`src/rtl/morse_encoder.sv`:
```
`default_nettype none
// +----------------------------------------------------------------------------+
// | Module   : morse_encoder                                                   |
// | Purpose  : ASCII to Morse pulse encoder with char/word gap timing.         |
// | Revision : 1.0 - initial release                                           |
// +----------------------------------------------------------------------------+
module morse_encoder #(
    parameter int CHAR_GAP = 5,
    parameter int WORD_GAP = 8
) (
    input  logic       clk,
    input  logic       rst,
    input  logic [7:0] char_in,
    input  logic       char_valid,
    output logic       char_ready,
    output logic       dot_out,
    output logic       dash_out,
    output logic       char_space_out,
    output logic       word_space_out,
    output logic       err_out
);

    localparam logic [3:0] c_CHAR_GAP = 4'(CHAR_GAP);
    localparam logic [3:0] c_WORD_GAP = 4'(WORD_GAP);

    typedef enum logic [2:0] {
        S_IDLE    = 3'd0,
        S_SYM_ON  = 3'd1,
        S_SYM_OFF = 3'd2,
        S_CSP_ON  = 3'd3,
        S_WSP_ON  = 3'd4,
        S_GAP     = 3'd5
    } state_t;

    // Returns {supported, length, pattern}; pattern is left-aligned, first
    // symbol in bit 4, 1 = dash.
    function automatic logic [8:0] f_lookup(input logic [7:0] ch);
        logic [7:0] up;
        up = (ch >= 8'h61 && ch <= 8'h7A) ? (ch - 8'h20) : ch;
        case (up)
            8'h41: f_lookup = {1'b1, 3'd2, 5'b01000};  // A
            8'h42: f_lookup = {1'b1, 3'd4, 5'b10000};  // B
            8'h43: f_lookup = {1'b1, 3'd4, 5'b10100};  // C
            8'h44: f_lookup = {1'b1, 3'd3, 5'b10000};  // D
            8'h45: f_lookup = {1'b1, 3'd1, 5'b00000};  // E
            8'h46: f_lookup = {1'b1, 3'd4, 5'b00100};  // F
            8'h47: f_lookup = {1'b1, 3'd3, 5'b11000};  // G
            8'h48: f_lookup = {1'b1, 3'd4, 5'b00000};  // H
            8'h49: f_lookup = {1'b1, 3'd2, 5'b00000};  // I
            8'h4A: f_lookup = {1'b1, 3'd4, 5'b01110};  // J
            8'h4B: f_lookup = {1'b1, 3'd3, 5'b10100};  // K
            8'h4C: f_lookup = {1'b1, 3'd4, 5'b01000};  // L
            8'h4D: f_lookup = {1'b1, 3'd2, 5'b11000};  // M
            8'h4E: f_lookup = {1'b1, 3'd2, 5'b10000};  // N
            8'h4F: f_lookup = {1'b1, 3'd3, 5'b11100};  // O
            8'h50: f_lookup = {1'b1, 3'd4, 5'b01100};  // P
            8'h51: f_lookup = {1'b1, 3'd4, 5'b11010};  // Q
            8'h52: f_lookup = {1'b1, 3'd3, 5'b01000};  // R
            8'h53: f_lookup = {1'b1, 3'd3, 5'b00000};  // S
            8'h54: f_lookup = {1'b1, 3'd1, 5'b10000};  // T
            8'h55: f_lookup = {1'b1, 3'd3, 5'b00100};  // U
            8'h56: f_lookup = {1'b1, 3'd4, 5'b00010};  // V
            8'h57: f_lookup = {1'b1, 3'd3, 5'b01100};  // W
            8'h58: f_lookup = {1'b1, 3'd4, 5'b10010};  // X
            8'h59: f_lookup = {1'b1, 3'd4, 5'b10110};  // Y
            8'h5A: f_lookup = {1'b1, 3'd4, 5'b11000};  // Z
            8'h30: f_lookup = {1'b1, 3'd5, 5'b11111};  // 0
            8'h31: f_lookup = {1'b1, 3'd5, 5'b01111};  // 1
            8'h32: f_lookup = {1'b1, 3'd5, 5'b00111};  // 2
            8'h33: f_lookup = {1'b1, 3'd5, 5'b00011};  // 3
            8'h34: f_lookup = {1'b1, 3'd5, 5'b00001};  // 4
            8'h35: f_lookup = {1'b1, 3'd5, 5'b00000};  // 5
            8'h36: f_lookup = {1'b1, 3'd5, 5'b10000};  // 6
            8'h37: f_lookup = {1'b1, 3'd5, 5'b11000};  // 7
            8'h38: f_lookup = {1'b1, 3'd5, 5'b11100};  // 8
            8'h39: f_lookup = {1'b1, 3'd5, 5'b11110};  // 9
            default: f_lookup = 9'd0;
        endcase
    endfunction

    logic [8:0] w_lut;
    logic       w_lut_ok;
    logic [2:0] w_lut_len;
    logic [4:0] w_lut_pat;

    assign w_lut     = f_lookup(char_in);
    assign w_lut_ok  = w_lut[8];
    assign w_lut_len = w_lut[7:5];
    assign w_lut_pat = w_lut[4:0];

    state_t     r_state;
    logic [2:0] r_sym_cnt;
    logic [2:0] r_len;
    logic [4:0] r_pat;
    logic [3:0] r_gap_cnt;
    logic [3:0] r_gap_len;

    // Pulse outputs are set on the same edge that enters the state they belong
    // to, so each pulse lines up exactly with its state.
    always_ff @(posedge clk or negedge rst) begin
        if (!rst) begin
            r_state        <= S_IDLE;
            r_sym_cnt      <= 3'd0;
            r_len          <= 3'd0;
            r_pat          <= 5'd0;
            r_gap_cnt      <= 4'd0;
            r_gap_len      <= 4'd0;
            char_ready     <= 1'b0;
            dot_out        <= 1'b0;
            dash_out       <= 1'b0;
            char_space_out <= 1'b0;
            word_space_out <= 1'b0;
            err_out        <= 1'b0;
        end else begin
            dot_out        <= 1'b0;
            dash_out       <= 1'b0;
            char_space_out <= 1'b0;
            word_space_out <= 1'b0;
            err_out        <= 1'b0;
            case (r_state)
                S_IDLE: begin
                    char_ready <= 1'b1;
                    if (char_ready && char_valid) begin
                        if (char_in == 8'h20) begin
                            r_state        <= S_WSP_ON;
                            char_ready     <= 1'b0;
                            word_space_out <= 1'b1;
                            r_gap_len      <= c_WORD_GAP;
                            r_gap_cnt      <= 4'd0;
                        end else if (w_lut_ok) begin
                            r_state    <= S_SYM_ON;
                            char_ready <= 1'b0;
                            r_len      <= w_lut_len;
                            r_sym_cnt  <= 3'd0;
                            r_pat      <= {w_lut_pat[3:0], 1'b0};
                            dash_out   <= w_lut_pat[4];
                            dot_out    <= ~w_lut_pat[4];
                        end else begin
                            err_out <= 1'b1;
                        end
                    end
                end
                S_SYM_ON: r_state <= S_SYM_OFF;
                S_SYM_OFF: begin
                    if (r_sym_cnt == r_len - 3'd1) begin
                        r_state        <= S_CSP_ON;
                        char_space_out <= 1'b1;
                        r_gap_len      <= c_CHAR_GAP;
                        r_gap_cnt      <= 4'd0;
                    end else begin
                        r_state   <= S_SYM_ON;
                        r_sym_cnt <= r_sym_cnt + 3'd1;
                        r_pat     <= {r_pat[3:0], 1'b0};
                        dash_out  <= r_pat[4];
                        dot_out   <= ~r_pat[4];
                    end
                end
                S_CSP_ON, S_WSP_ON: r_state <= S_GAP;
                S_GAP: begin
                    if (r_gap_cnt == r_gap_len - 4'd1) begin
                        r_state    <= S_IDLE;
                        char_ready <= 1'b1;
                        r_gap_cnt  <= 4'd0;
                    end else begin
                        r_gap_cnt <= r_gap_cnt + 4'd1;
                    end
                end
                default: begin
                    r_state    <= S_IDLE;
                    char_ready <= 1'b0;
                end
            endcase
        end
    end

endmodule
`default_nettype wire

```
`config.mk`:
```
export PLATFORM = sky130hd
export DESIGN_NAME = morse_encoder
export DESIGN_NICKNAME = d
export VERILOG_FILES = /design/src/rtl/morse_encoder.sv
export SDC_FILE = /design/constraint.sdc
export NUM_CORES = 1
export LEC_CHECK = 0
export CORE_MARGIN = 2
export CORE_UTILIZATION = 40
export CTS_CLUSTER_DIAMETER = 200
export DETAILED_ROUTE_END_ITERATION = 8
export PLACE_DENSITY_LB_ADDON = 0.3
export SLEW_MARGIN = 20
export SYNTH_ARGS = -nofsm -noshare
export SYNTH_HDL_FRONTEND = slang
export SYNTH_SLANG_ARGS = --single-unit
export TNS_END_PERCENT = 30
```
`constraint.sdc`:
```
create_clock -name clk -period 1.8 [get_ports clk]
set_input_delay 0.18 -clock clk [delete_from_list [all_inputs] [get_ports clk]]
set_output_delay 0.18 -clock clk [all_outputs]
set_load 0.01 [all_outputs]
```
# [Yosys cells after proc, flatten, opt, wreduce, memory -nomap -nowiden]
# Memories as Yosys holds them, arrays and structs flattened.
# Index checks and enable logic that the tools add are counted.
[classes] n_reduce_logical=13 eq_ne=16 n_lt_le_gt_ge=2 muxes=49 n_bitwise=4 addsub=5
[op_table] cell="$mux 4" n=7
[op_table] cell="$mux 3" n=8
[op_table] cell="$mux 5" n=4
[op_table] cell="$mux 1" n=19
[op_table] cell="$pmux 3 s5" n=1
[op_table] cell="$ne 2x2->1 const B" n=7
[op_table] cell="$pmux 4 s3" n=1
[op_table] cell="$reduce_and 4->1" n=3
[op_table] cell="$pmux 5 s2" n=1
[op_table] cell="$mux 9" n=1
[op_table] cell="$eq 8x6->1 const B" n=1
[op_table] cell="$ge 8x7->1 const B" n=1
[op_table] cell="$le 8x7->1 const B" n=1
[op_table] cell="$mux 8" n=1
[op_table] cell="$pmux 4 s2" n=1
[op_table] cell="$sub 8x6->8 const B" n=1
[op_table] cell="$eq 3x2->1 const B" n=2
[op_table] cell="$eq 3x3->1 const B" n=2
[op_table] cell="$pmux 3 s2" n=1
[op_table] cell="$reduce_and 5->1" n=1
[op_table] cell="$add 4x1->4 const B" n=1
[op_table] cell="$eq 4x4->1" n=1
[op_table] cell="$not 1->1" n=4
[op_table] cell="$pmux 1 s2" n=2
[op_table] cell="16 further kinds" n=17
[totals] rom_bits=1152 wordCells=102 in_bits=11 out_inout_bits=6 ff_bits=28 memories=1
[memory_table] memory="(no name shown)" words=128 width=9 rd=1 rd_ports_with_merged_regs=0 wr=0 line="40" text="case (up)"

# [Logic depth before layout (Yosys ltp)]
# Gate-level depths: netlist of the first run.
# An unclocked memory read counts as a cell.
[depth] word_depth=10 ltp_mapped=10 depth_no_buf=8

# [Worst setup path before layout of the first run]
# OpenSTA, ideal clock, no wires.
[synth_path] path_type="in2reg" from="input port char_in[1]" to="register r_pat[1]" arrival_ps=1969 path_buffers=2 cell_stages=10 path_slack_ps=-294 t_required_ps=1675 setup_time_ps=125 path_cell_list="buf_2 inv_1 ha_1 nor4b_4 a31oi_1 nand4_1 a21boi_4 a31o_2 buf_6 mux2_4"
[synth_between] elab_chain_cells=9 word_cells_on_any_way=15 cone_classes="1 x add/sub; 2 x order compare; 3 x eq/ne; 6 x mux; 2 x reduce/logical; 1 x memory"
[synth_lines] item="start, declared" line="13" text="input logic [7:0] char_in,"
[synth_lines] item="$ge 8x7->1 or $le 8x7->1 (tied branches)" line="39" text="up = (ch >= 8'h61 && ch <= 8'h7A) ? (ch - 8'h20) : ch;"
[synth_lines] item="$logic_and 1x1->1" line="39"
[synth_lines] item="$mux 8" line="39"
[synth_lines] item="$mem_v2 128x9"
[synth_lines] item="$mux 9" line="40"
[synth_lines] item="$mux 5" line="130" text="end else if (w_lut_ok) begin"
[synth_lines] item="$mux 5" line="124" text="if (char_in == 8'h20) begin"
[synth_lines] item="$mux 5" line="123" text="if (char_ready && char_valid) begin"
[synth_lines] item="$pmux 5 s2" line="120" text="case (r_state)"
[synth_lines] item="end signal, assigned" line="135" text="r_pat <= {w_lut_pat[3:0], 1'b0};"
[synth_lines] item="end signal, assigned" line="153" text="r_pat <= {r_pat[3:0], 1'b0};"
[synth_lines] item="end, declared" line="94" text="logic [4:0] r_pat;"
# Several ways; a longest one is shown, not always the timed one. The select of a mux whose other input is x is not followed.
# A chain may end at the register's enable or synchronous reset.

# [Worst setup path after layout of the first run]
[layout_path] from="register r_len[0]" to="register r_pat[1]"
[layout_between] elab_chain_cells=4
[layout_lines] item="start, declared" line="93" text="logic [2:0] r_len;"
[layout_lines] item="start signal, assigned" line="133" text="r_len <= w_lut_len;"
[layout_lines] item="$sub 3x1->3" line="145" text="if (r_sym_cnt == r_len - 3'd1) begin"
[layout_lines] item="$eq 3x3->1" line="145"
[layout_lines] item="$ne 2x2->1 (no source line)"
[layout_lines] item="$reduce_and 5->1 (no source line)"
# No other way between the ends.

==> results.py, run 1 <==
metrics = {
    "run_status": {
        "status": "complete, but fails checks",
        "violations": "negative setup slack",
    },
    "synth": {
        "synth_edf_count": 0,
        "synth-seq-cells": 25,
        "synthTopCellsByArea": "dfrtp_1 31%, ha_1 7.4%, nor2_1 4.3%",
        "yosys_warnings": 0,
        "synth-seq-area-share": 0.3096,
        "syn_nets": 248,
        "synth_area_leader_cell": "dfrtp_1",
        "synth_top_area_share": 0.3096,
        "netlist_area_um2": 2021,
        "synth_area_per_cell_um2": 8.981,
        "async_flop_share": 1.000,
        "ys.flop_type": "dfrtp_1",
        "postSynthCellCount": 225,
        "synth_cell_type_count": 61,
    },
    "die": {
        "boundaryPins": 17,
        "core_area_um2": 4786,
        "rows": 25,
        "die_h_um": 75.08,
        "initial_core_util": 0.4222,
        "die_width_um": 75.08,
        "dieArea_um2": 5636,
    },
    "clocking": {
        "root_buffer": "clkbuf_8",
        "clkTransAtPathRegs_ps": 100,
        "cts_tree": "yes",
        "clkLatencyLatePin_ps": 280,
        "cts_buffers": 3,
        "clock-sinks": 25,
        "clockBufferDepth": 2,
        "h-tree-depth": 1,
    },
    "global_routing": {
        "first_global_vias": 1878,
        "antenna_found_initial": 0,
        "grt_overflow": 0,
        "grt_max_degree": 26,
        "track_usage": 0.1892,
        "grt_pass1_wl_mm": 8.307,
    },
    "final_layout": {
        "areaGrowthSynthToFinish_pct": 43.41,
        "final_core_util": 0.6055,
        "antenna_cells": 0,
        "instances_no_fill": 369,
        "final_area_um2": 2898,
        "final_layout_size_suffix_gt1_frac": 0.3742,
        "fin_nets": 326,
    },
    "sta": {
        "skew_ps": 14.06,
        "slew_viol_final": 0,
        "hold_viol_final": 0,
        "rsz0062_at_grt": "true",
        "worst_pin_slew_ps": 348.6,
        "slew_headroom": 0.7676,
        "fmax_ghz": 0.5522,
        "finalSetupTns_ps": -11.01,
        "period_share": 1.006,
        "setup_viol": 1,
        "fin_ws_ps": -11.01,
        "finalCriticalPeriod_ps": 1811,
    },
    "drt": {
        "finalWirelength_mm": 4.962,
        "ant_nets": 0,
        "dr_total_vias": 1931,
        "drc": 0,
        "dr.pass1.iters": 4,
        "wl_per_cell_um": 13.45,
        "via_per_inst": 5.233,
        "drt-initial-drc-count": 88,
    },
    "power": {
        "p_per_area_nw_per_um2": 935.5,
        "irDropWorstVdd_v": 0.0004192,
        "leakage_nw": 1.321,
    },
    "critical_path": {
        "cp-end-kind": "flip-flop",
        "worstPathCellList": "inv_2, ha_4, xor2_2, nand3_2, and2_4, a31o_4, mux2_4",
        "slowest_stage": "dfrtp_1",
        "worstPathArrival_ps": 1970,
        "path_max_fanout": 5,
        "worstPathRequired_ps": 1960,
        "slowest_delay_ps": 390,
        "cp-start-kind": "flip-flop",
        "critPathKind": "flip-flop to flip-flop",
    },
    "job": {
        "maxCapViolCount": 0,
    },
    "place": {
        "dp_hpwl_mm": 3.783,
        "placed_area_um2": 2663,
        "io_buffers": 16,
        "dpl.cell_count": 355,
        "gp_congestion": 0.8951,
    },
    "worst_hold_path": {
        "hp-class": "input port to async pin",
    },
}
layout by cell type (no fill, tap or decap), drive strengths merged, types with 3 or more instances in the layout:
cell / count
a211oi: 6
a21oi: 15
a31oi: 3
and3: 3
buf: 69
clkbuf: 4
clkdlybuf4s50: 8
dfrtp: 25
dlygate4sd2: 4
ha: 12
inv: 14
mux2: 6
mux2i: 5
nand2: 16
nand2b: 3
nand3: 7
nor2: 24
nor2b: 4
nor3: 6
nor3b: 3
o211ai: 4
o21ai: 13
o22ai: 3
or3: 3
xor2: 5
synthesized netlist by cell type (5+ instances only):
| cell | instances |
|---|---|
| a211oi_1 | 6 |
| a21oi_1 | 14 |
| dfrtp_1 | 25 |
| ha_1 | 12 |
| inv_1 | 14 |
| mux2i_1 | 5 |
| nand2_1 | 15 |
| nand3_1 | 7 |
| nor2_1 | 23 |
| nor3_1 | 6 |
| o21ai_0 | 12 |
| xor2_1 | 5 |
flip-flops by register name, indices dropped and copies added, names as in the netlist:
name / count
r_gap_len: 2
char_space_out: 1
char_ready: 1
dash_out: 1
word_space_out: 1
r_pat: 4
err_out: 1
r_state: 3
dot_out: 1
r_gap_cnt: 4
r_sym_cnt: 3
r_len: 3
metrics by stage:
stage	hold WS [ps]	total power, mW	worst slack (ps)
3_3_place_gp	493.7	2.182	-671.4
6_report	261.5	2.711	-11.01
4_1_cts	268.1	2.617	-34.05
3_5_place_dp	496.7	2.211	-740.6
2_1_floorplan	-115.6	1.658	-184.8
5_1_grt	287.9	2.901	-74.08
layer usage:
metal / track usage / share of wire / vias up
met5: 0 / 0 / -
met4: 0.06151 / 0.015 / 0
met3: 0.01606 / 0.031 / 6
met2: 0.3246 / 0.50 / 53
met1: 0.2514 / 0.45 / 896
li1: - / - / 976
logic make-up (layout without fill, tap and decap cells):
family | Yosys count | in the layout | synth area share
buffers and inverters | 25 | 102 | 0.05758
XOR/XNOR | 6 | 6 | 0.03282
AO/OA/AOI/OAI | 64 | 64 | 0.2272
adder cells (fa/ha/maj) | 12 | 12 | 0.07430
flip-flops | 25 | 25 | 0.3096
multiplexers | 13 | 13 | 0.08793
AND/OR/NAND/NOR | 80 | 80 | 0.2105
path summary, 6_finish.rpt:
kind / start / endpoint / slack (ps) / cells after the start
max: r_len[0] / r_pat[1] / -10 / 7
min: rst / word_space_out / 260 / 2
max reg2reg: r_len[0] / r_pat[1] / -10 / 7
min reg2reg: r_pat[2] / r_pat[2] / 520 / 1
max in group asynchronous: rst / r_pat[2] / 1280 / 2
min in group clk: char_in[0] / word_space_out / 500 / 6
worst max-delay path, delay by kind of cell, from the launching register on:
family | cells | cell delay (ps)
buffers and inverters | 1 | 80
DFF | 1 | 390
xor gates and xnor gates | 1 | 170
and+or+nand+nor | 2 | 310
muxes | 1 | 300
adders and majority gates | 1 | 210
AOI/OAI and AO/OA | 1 | 240
repair_timing:
action,CTS,global route
setup endpoints to repair,17,16
buffers inserted,7,3
pin swaps,11,9
resized for setup,27,17
hold buffers,0,0
layout make-up:
| type | instances | area (um^2) |
|---|---|---|
| repair buffers | 84 | 678.2 |
| clock inverters | 1 | 7.507 |
| clock buffers | 3 | 41.29 |
| well taps | 67 | 83.83 |
| inverters | 14 | 57.56 |
| flip-flops and latches | 25 | 625.6 |
| multi-input cells | 175 | 1404 |
| fillers | 429 | 1888 |
where the power goes:
group | switching, mW | internal (mW) | total, mW
Clock | 0.193 | 0.157 | 0.351
Sequential | 0.148 | 0.728 | 0.876
Combinational | 0.658 | 0.826 | 1.48
Total | 1.00 | 1.71 | 2.71
No activity file was read; power rests on OpenSTA's default activity.
==> run 2: changes to the inputs <==
--- a/config.mk
+++ b/config.mk
@@ -7,7 +7,7 @@
 export LEC_CHECK = 0
 export CORE_MARGIN = 2
 export CORE_UTILIZATION = 40
-export CTS_CLUSTER_DIAMETER = 200
+export CTS_CLUSTER_DIAMETER = 40
 export DETAILED_ROUTE_END_ITERATION = 8
 export PLACE_DENSITY_LB_ADDON = 0.3
 export SLEW_MARGIN = 20
==> results of run 2 <==
The final DEF is identical to that of run 1; final timing and power are the same.
==> run 3: changes to the inputs <==
--- a/config.mk
+++ b/config.mk
@@ -5,6 +5,7 @@
 export SDC_FILE = /design/constraint.sdc
 export NUM_CORES = 1
 export LEC_CHECK = 0
+export CAP_MARGIN = 20
 export CORE_MARGIN = 2
 export CORE_UTILIZATION = 40
 export CTS_CLUSTER_DIAMETER = 40
==> results of run 3 <==
The final DEF is identical to that of run 1; final timing and power are the same.
